[src/rtl/wave_reg_if_if.sv]
// CPU-side register bus of the wave channel: one access per cycle, with registered read data.
interface wave_reg_if_if;
    logic [7:0] addr;
    logic       wrEn;
    logic       rdEn;
    logic [7:0] wdata;
    logic [7:0] rdata;
    logic       rdValid;

    modport master (output addr, wrEn, rdEn, wdata, input rdata, rdValid);
    modport slave  (input addr, wrEn, rdEn, wdata, output rdata, rdValid);
endinterface

[src/rtl/wave_reg_if.sv]
// Wave channel register file: NR30-NR34 control registers, the 32-sample wave RAM,
// the trigger pulse and the registered CPU read path.
module wave_reg_if (
    input  logic          clk,
    input  logic          rstN,
    input  logic          apuOn,
    wave_reg_if_if.slave  bus,
    output logic          enable,
    output logic [1:0]    vol,
    output logic [7:0]    lenLoad,
    output logic          lenEnable,
    output logic [10:0]   freq,
    output logic          trigger,
    output logic [127:0]  samples
);
    localparam logic [7:0] ADDR_NR30 = 8'h1A;
    localparam logic [7:0] ADDR_NR31 = 8'h1B;
    localparam logic [7:0] ADDR_NR32 = 8'h1C;
    localparam logic [7:0] ADDR_NR33 = 8'h1D;
    localparam logic [7:0] ADDR_NR34 = 8'h1E;

    logic        enable_reg, enable_next;
    logic [1:0]  vol_reg, vol_next;
    logic [7:0]  len_load_reg, len_load_next;
    logic        len_enable_reg, len_enable_next;
    logic [10:0] freq_reg, freq_next;
    logic        trigger_reg, trigger_next;
    logic [7:0]  rdata_reg, rdata_next;
    logic        rd_valid_reg, rd_valid_next;
    logic [3:0]  sample_reg [32];

    logic        wave_hit;
    logic [3:0]  wave_idx;
    logic        wave_wr;
    logic        rd_enable;
    logic [1:0]  rd_vol;
    logic        rd_len_enable;
    logic [7:0]  rd_byte;

    assign wave_hit = (bus.addr[7:4] == 4'h3);
    assign wave_idx = bus.addr[3:0];
    assign wave_wr  = bus.wrEn & wave_hit;

    // Control register updates; power-off clears every cycle and blocks writes.
    always_comb begin
        enable_next     = enable_reg;
        vol_next        = vol_reg;
        len_load_next   = len_load_reg;
        len_enable_next = len_enable_reg;
        freq_next       = freq_reg;
        trigger_next    = 1'b0;
        if (!apuOn) begin
            enable_next     = 1'b0;
            vol_next        = 2'b00;
            len_load_next   = 8'h00;
            len_enable_next = 1'b0;
            freq_next       = 11'h000;
        end else if (bus.wrEn) begin
            case (bus.addr)
                ADDR_NR30: enable_next   = bus.wdata[7];
                ADDR_NR31: len_load_next = bus.wdata;
                ADDR_NR32: vol_next      = bus.wdata[6:5];
                ADDR_NR33: freq_next[7:0] = bus.wdata;
                ADDR_NR34: begin
                    len_enable_next = bus.wdata[6];
                    freq_next[10:8] = bus.wdata[2:0];
                    // An NR34 write never changes enable, so the current DAC state gates the pulse.
                    trigger_next    = bus.wdata[7] & enable_reg;
                end
                default: ;
            endcase
        end
    end

    // Reads see cleared fields while powered off, even before the registers have cleared.
    always_comb begin
        rd_enable     = apuOn & enable_reg;
        rd_vol        = apuOn ? vol_reg : 2'b00;
        rd_len_enable = apuOn & len_enable_reg;
        case (bus.addr)
            ADDR_NR30: rd_byte = {rd_enable, 7'h7F};
            ADDR_NR31: rd_byte = 8'hFF;
            ADDR_NR32: rd_byte = {1'b1, rd_vol, 5'h1F};
            ADDR_NR33: rd_byte = 8'hFF;
            ADDR_NR34: rd_byte = {1'b1, rd_len_enable, 6'h3F};
            default: begin
                if (wave_hit) begin
                    rd_byte = {sample_reg[{wave_idx, 1'b0}], sample_reg[{wave_idx, 1'b1}]};
                end else begin
                    rd_byte = 8'hFF;
                end
            end
        endcase
    end

    always_comb begin
        rd_valid_next = bus.rdEn & ~bus.wrEn;
        rdata_next    = rd_valid_next ? rd_byte : rdata_reg;
    end

    always_ff @(posedge clk) begin
        if (!rstN) begin
            enable_reg     <= 1'b0;
            vol_reg        <= 2'b00;
            len_load_reg   <= 8'h00;
            len_enable_reg <= 1'b0;
            freq_reg       <= 11'h000;
            trigger_reg    <= 1'b0;
            rdata_reg      <= 8'h00;
            rd_valid_reg   <= 1'b0;
        end else begin
            enable_reg     <= enable_next;
            vol_reg        <= vol_next;
            len_load_reg   <= len_load_next;
            len_enable_reg <= len_enable_next;
            freq_reg       <= freq_next;
            trigger_reg    <= trigger_next;
            rdata_reg      <= rdata_next;
            rd_valid_reg   <= rd_valid_next;
        end
    end

    // Each byte of wave RAM holds two samples, the even one in the high nibble.
    generate
        for (genvar gi = 0; gi < 32; gi++) begin : g_sample
            always_ff @(posedge clk) begin
                if (!rstN) begin
                    sample_reg[gi] <= 4'h0;
                end else if (wave_wr && (wave_idx == 4'(gi / 2))) begin
                    if ((gi % 2) == 0) begin
                        sample_reg[gi] <= bus.wdata[7:4];
                    end else begin
                        sample_reg[gi] <= bus.wdata[3:0];
                    end
                end
            end
            assign samples[4*gi+3 -: 4] = sample_reg[gi];
        end
    endgenerate

    assign enable      = enable_reg;
    assign vol         = vol_reg;
    assign lenLoad     = len_load_reg;
    assign lenEnable   = len_enable_reg;
    assign freq        = freq_reg;
    assign trigger     = trigger_reg;
    assign bus.rdata   = rdata_reg;
    assign bus.rdValid = rd_valid_reg;
endmodule

[src/flat_wrapper.sv]
// flat-port wrapper written by rule: the top's interface ports become plain ports
module wave_reg_if_flat 
  (clk, rstN, apuOn, enable, vol, lenLoad, lenEnable, freq, trigger, samples, bus_addr, bus_wrEn, bus_rdEn, bus_wdata, bus_rdata, bus_rdValid);
  wave_reg_if_if bus_i ();
  input  logic clk;
  input  logic rstN;
  input  logic apuOn;
  output logic enable;
  output logic [1:0] vol;
  output logic [7:0] lenLoad;
  output logic lenEnable;
  output logic [10:0] freq;
  output logic trigger;
  output logic [127:0] samples;
  input wire logic [$bits(bus_i.addr)-1:0] bus_addr;
  input wire logic [$bits(bus_i.wrEn)-1:0] bus_wrEn;
  input wire logic [$bits(bus_i.rdEn)-1:0] bus_rdEn;
  input wire logic [$bits(bus_i.wdata)-1:0] bus_wdata;
  output wire logic [$bits(bus_i.rdata)-1:0] bus_rdata;
  output wire logic [$bits(bus_i.rdValid)-1:0] bus_rdValid;
  assign bus_i.addr = bus_addr;
  assign bus_i.wrEn = bus_wrEn;
  assign bus_i.rdEn = bus_rdEn;
  assign bus_i.wdata = bus_wdata;
  assign bus_rdata = bus_i.rdata;
  assign bus_rdValid = bus_i.rdValid;
  wave_reg_if u_core (.clk(clk), .rstN(rstN), .apuOn(apuOn), .bus(bus_i), .enable(enable), .vol(vol), .lenLoad(lenLoad), .lenEnable(lenEnable), .freq(freq), .trigger(trigger), .samples(samples));
endmodule
[config.mk]
export PLATFORM = sky130hd
export DESIGN_NAME = wave_reg_if_flat
export DESIGN_NICKNAME = d
export VERILOG_FILES = /design/src/rtl/wave_reg_if_if.sv /design/src/rtl/wave_reg_if.sv /design/src/flat_wrapper.sv
export SDC_FILE = /design/constraint.sdc
export NUM_CORES = 1
export LEC_CHECK = 0
export CORE_MARGIN = 5
export CORE_UTILIZATION = 52
export DETAILED_ROUTE_END_ITERATION = 7
export PLACE_DENSITY = 0.89
export SLEW_MARGIN = 20
export SYNTH_ARGS = -nofsm -noshare
export SYNTH_HDL_FRONTEND = slang
export SYNTH_SLANG_ARGS = --single-unit
[constraint.sdc]
create_clock -name clk -period 5.4 [get_ports clk]
set_input_delay 1.08 -clock clk [delete_from_list [all_inputs] [get_ports clk]]
set_output_delay 1.08 -clock clk [all_outputs]
set_load 0.005 [all_outputs]
* Word-level counts from Yosys, hierarchy flattened
Memory sizes are Yosys's and may differ from the RTL's.
Index checks and enable logic that the tools add are counted.
** Word-level totals
- Register bits :: 33
- Memory bits (writable) :: 128
- Input port bits :: 21
- Output and inout port bits :: 161
- Logic and storage cells :: 178
- Memories :: 1
** Cells by class
- Eq/ne operators :: 21
- Multiplexer cells :: 84
- Bitwise logic cells :: 38
- Reductions and logical operators :: 25
** Memory list
- u_core.sample_reg :: words 32, bits a word 4, rd ports 34, clocked after memory_dff 0, write ports 32, RTL line wave_reg_if.sv:30 : logic [3:0] sample_reg [32];
** Operator list (number)
- $mux 4 :: 32
- $mux 1 :: 49
- $eq 8x5->1 const B :: 5
- $eq 4x4->1 const B :: 8
- $or 1x1->1 :: 32
- $pmux 8 s4 :: 1
- $eq 4x3->1 const B :: 4
- $logic_and 1x1->1 :: 16
- $eq 4x2->1 const B :: 3
- $reduce_and 2->1 :: 6
- $mux 8 :: 1
- $and 1x1->1 :: 5
- $eq 4x1->1 const B :: 1
- $logic_not 4->1 :: 1
- $reduce_and 4->1 :: 1
- $mux 2 :: 1
- $reduce_or 2->1 :: 1
- $not 1->1 :: 1

* Longest topological paths before layout
- Depth in word-level cells :: 7
- Depth in mapped cells :: 8
- Mapped depth without buffers :: 5

* Worst setup path after synthesis
No wires, ideal clock.
- Path kind :: input -> register
- From :: in bus_wrEn
- To :: mem u_core.sample_reg[10][0] (enable)
- Library setup time :: 374 ps
- Arrival time :: 2355 ps
- Data required time :: 5026 ps
- Setup slack :: 2671 ps
- Stages :: 5
- Buffers on the path :: 1
- Path through :: clkbuf_1 nand3_1 nor4_1 nand2_1 o21ai_1
** RTL lines
- from (decl) :: RTL line flat_wrapper.sv:16 : input wire logic [$bits(bus_i.wrEn)-1:0] bus_wrEn;
- to (decl) :: RTL line wave_reg_if.sv:30

==> impl_metrics.yaml <==
setup_path:
  worstPathMaxFanout: 17
  arrival_ns: 3.51
  rr_worst_depth: 4
  required_ns: 5.45
  worst_setup_path_start_kind: "input pin"
  endpoint_kind: "flip-flop"
  critical_path_class: "in2reg"
placed_design:
  postPlaceCellArea_um2: 9160
  dp.final_hpwl_um: 16000
  gp_congestion: 0.972
  io_buffers: 181
sta:
  setup_viol_count_final: 0
  tns_ns: 0
  grt_setup_unrepaired: "false"
  relSlewSlack: 0.296
  post-route-period-util: 0.642
  worstMarginPinSlew_ns: 1.05
  fmax_ghz: 0.288
  hold_viol_final: 0
  slew_viol_final: 0
  layout_min_cycle_time_ns: 3.47
  skew_ns: 0.00739
yosys:
  synth_area_um2: 7290
  synth_compound_area_frac: 0.0357
  synth_nets: 548
  synth_top_family_by_area: "simple AND/OR/NAND/NOR gates"
  yosys.area_share.adder: 0
  ys_ff_latch: 161
  ys_warn_count: 0
  synth_cell_type_count: 34
  yosys-mux-area-fraction: 0.151
  synthSimpleGateAreaFrac: 0.171
  avgSynthCellArea_um2: 13.8
  syn_inst: 527
  synth_xor_area_frac: 0
  synth-seq-area-share: 0.618
clocking:
  clock_sinks: 161
  ctsResizeCount: 0
  htree_levels: 4
  postCtsSetupRepairBufs: 0
  root_buffer: "clkbuf_16"
  cts_hold_buf: 0
  clkLatencyLatePin_ns: 0.42
  cts.clk_slew.worst_paths_ns: 0.06
  cts-buffers-inserted: 17
  clockBufferDepth: 2
  cts_tree: "yes"
global_routing:
  grt_max_degree: 42
  overflow: 0
  grt_antenna_before_repair: 0
  grt_pass1_wl_um: 32700
  track_usage: 0.270
  grt_pass1_vias: 5310
final_layout:
  area_delta_synth_final_pct: 34.1
  mostFrequentLayoutCell: "clkdlybuf4s50_1"
  layout-drive-gt1-share: 0.0864
  final_cell_mix: "clkdlybuf4s50_1, and2_1, edfxtp_1"
  postLayoutCellArea_um2: 9780
  largest_reg_flops: 128
  antenna_cells: 0
  num-nets-final: 714
power_and_ir_drop:
  power.leakage_uw: 0.00360
  ir_drop_mv: 0.266
  p_per_area_nw_per_um2: 302
die:
  die_area_um2: 16500
  io_pins: 182
  dieWidth_um: 128
  core_um2: 13800
  rows: 43
  initial_core_util: 0.527
  die_y_um: 128
status:
  status: "complete, no violations"
hold_path:
  holdPathStages: 2
  hp-class: "reg2reg"
job:
  cap_violations: 0
drt:
  vias_per_cell: 6.17
  route.detailed.drc: 0
  drtPass1Iterations: 5
  route.vias.total: 5466
  final_antenna_net_count: 0
  wire_per_inst_um: 25.3
  drt_iter0_markers: 575
  drt_wl_total_um: 22400
[report_power, final]
part / switching [uW] / internal, uW / leakage (uW) / total, uW
registers: 45.1 / 1390 / 0.00148 / 1440
clock network: 490 / 725 / 0.000307 / 1210
logic: 138 / 159 / 0.00181 / 296
total: 673 / 2280 / 0.00360 / 2950
[critical path: stages]
cell and delay [ns]:
clkdlybuf4s50_1 1.09, and2_1 0.28, nand3_1 0.27, o21ai_1 0.79
[synth_stat cells]
cell type    n  area (um^2)
a221o_1      1         10.0
buf_8        2         30.0
nor3_1      10         50.1
nor4_1       3         18.8
o21ai_1     17         85.1
buf_1        6         22.5
and2_1     132          826
mux2i_1     29          290
o22ai_1      1         6.26
o21ai_0      7         35.0
nand2_1      9         33.8
buf_2        4         20.0
buf_6        1         11.3
edfxtp_1   128         3840
o221a_1      3         33.8
nor2b_1      4         25.0
and3_1       3         18.8
buf_4        1         7.51
nand2b_1     3         18.8
mux4_1      12          315
nand4_2      1         12.5
clkbuf_1    21         78.8
nor4b_1      1         8.76
a21o_1       2         15.0
a21oi_1      4         20.0
nand3_1      8         40.0
a221oi_1     2         17.5
dfxtp_1     33          661
a22oi_1      5         37.5
mux4_2      22          495
nor2_1      48          180
nand3_2      1         10.0
inv_2        2         7.51
or2_2        1         6.26
[worst paths after layout]
path / to / slack (ns) / start
setup / recovery: u_core.sample_reg[29][2]$_SDFFCE_PN0P_ / 1.93 / bus_addr[2]
hold / removal: u_core.freq[9]$_SDFFE_PN0P_ / 0.50 / u_core.freq[9]$_SDFFE_PN0P_
setup reg to reg: u_core.bus.rdata[0]$_SDFFE_PN0P_ / 3.48 / u_core.sample_reg[31][0]$_SDFFCE_PN0P_
hold reg to reg: u_core.freq[9]$_SDFFE_PN0P_ / 0.50 / u_core.freq[9]$_SDFFE_PN0P_
[per-layer routing]
metal | track usage | wire (um) | vias to the layer above
met4 | 0.0911 | 565 | 0
li1 | - | - | 2277
met1 | 0.362 | 8380 | 2696
met3 | 0.0756 | 2770 | 45
met2 | 0.430 | 10700 | 448
met5 | 0 | 0 | -
[cells by family (layout without fill, tap and decap cells)]
kind of cell | count (synthesis) | after routing
multiplexers | 63 | 63
buffers and inverters | 37 | 216
flip-flops | 161 | 161
AND/OR/NAND/NOR | 224 | 224
AO/OA/AOI/OAI | 42 | 42
[metrics by stage]
| stage | total power [uW] | std cells | worst slack [ns] | util | hold WS, ns |
|---|---|---|---|---|---|
| after floorplan | 1560 | 527 | 2.67 | - | 0.456 |
| after global placement | 1740 | 854 | 1.67 | 0.663 | 0.465 |
| after detailed placement | 1750 | 854 | 1.57 | 0.663 | 0.480 |
| after CTS | 2950 | 886 | 2.00 | 0.707 | 0.492 |
| after global routing | 3020 | 886 | 1.80 | 0.707 | 0.519 |
| final | 2950 | 886 | 1.93 | 0.707 | 0.500 |
[final cells by class]
| type | instances | area, um^2 |
|---|---|---|
| Clock inverter | 9 | 61.3 |
| Timing Repair Buffer | 182 | 1820 |
| Multi-Input combinational cell | 329 | 2610 |
| Sequential cell | 161 | 4500 |
| Inverter | 2 | 7.51 |
| Tap cell | 180 | 225 |
| Clock buffer | 23 | 553 |
| Fill cell | 836 | 4050 |
Power figures use the tool's default switching activity.
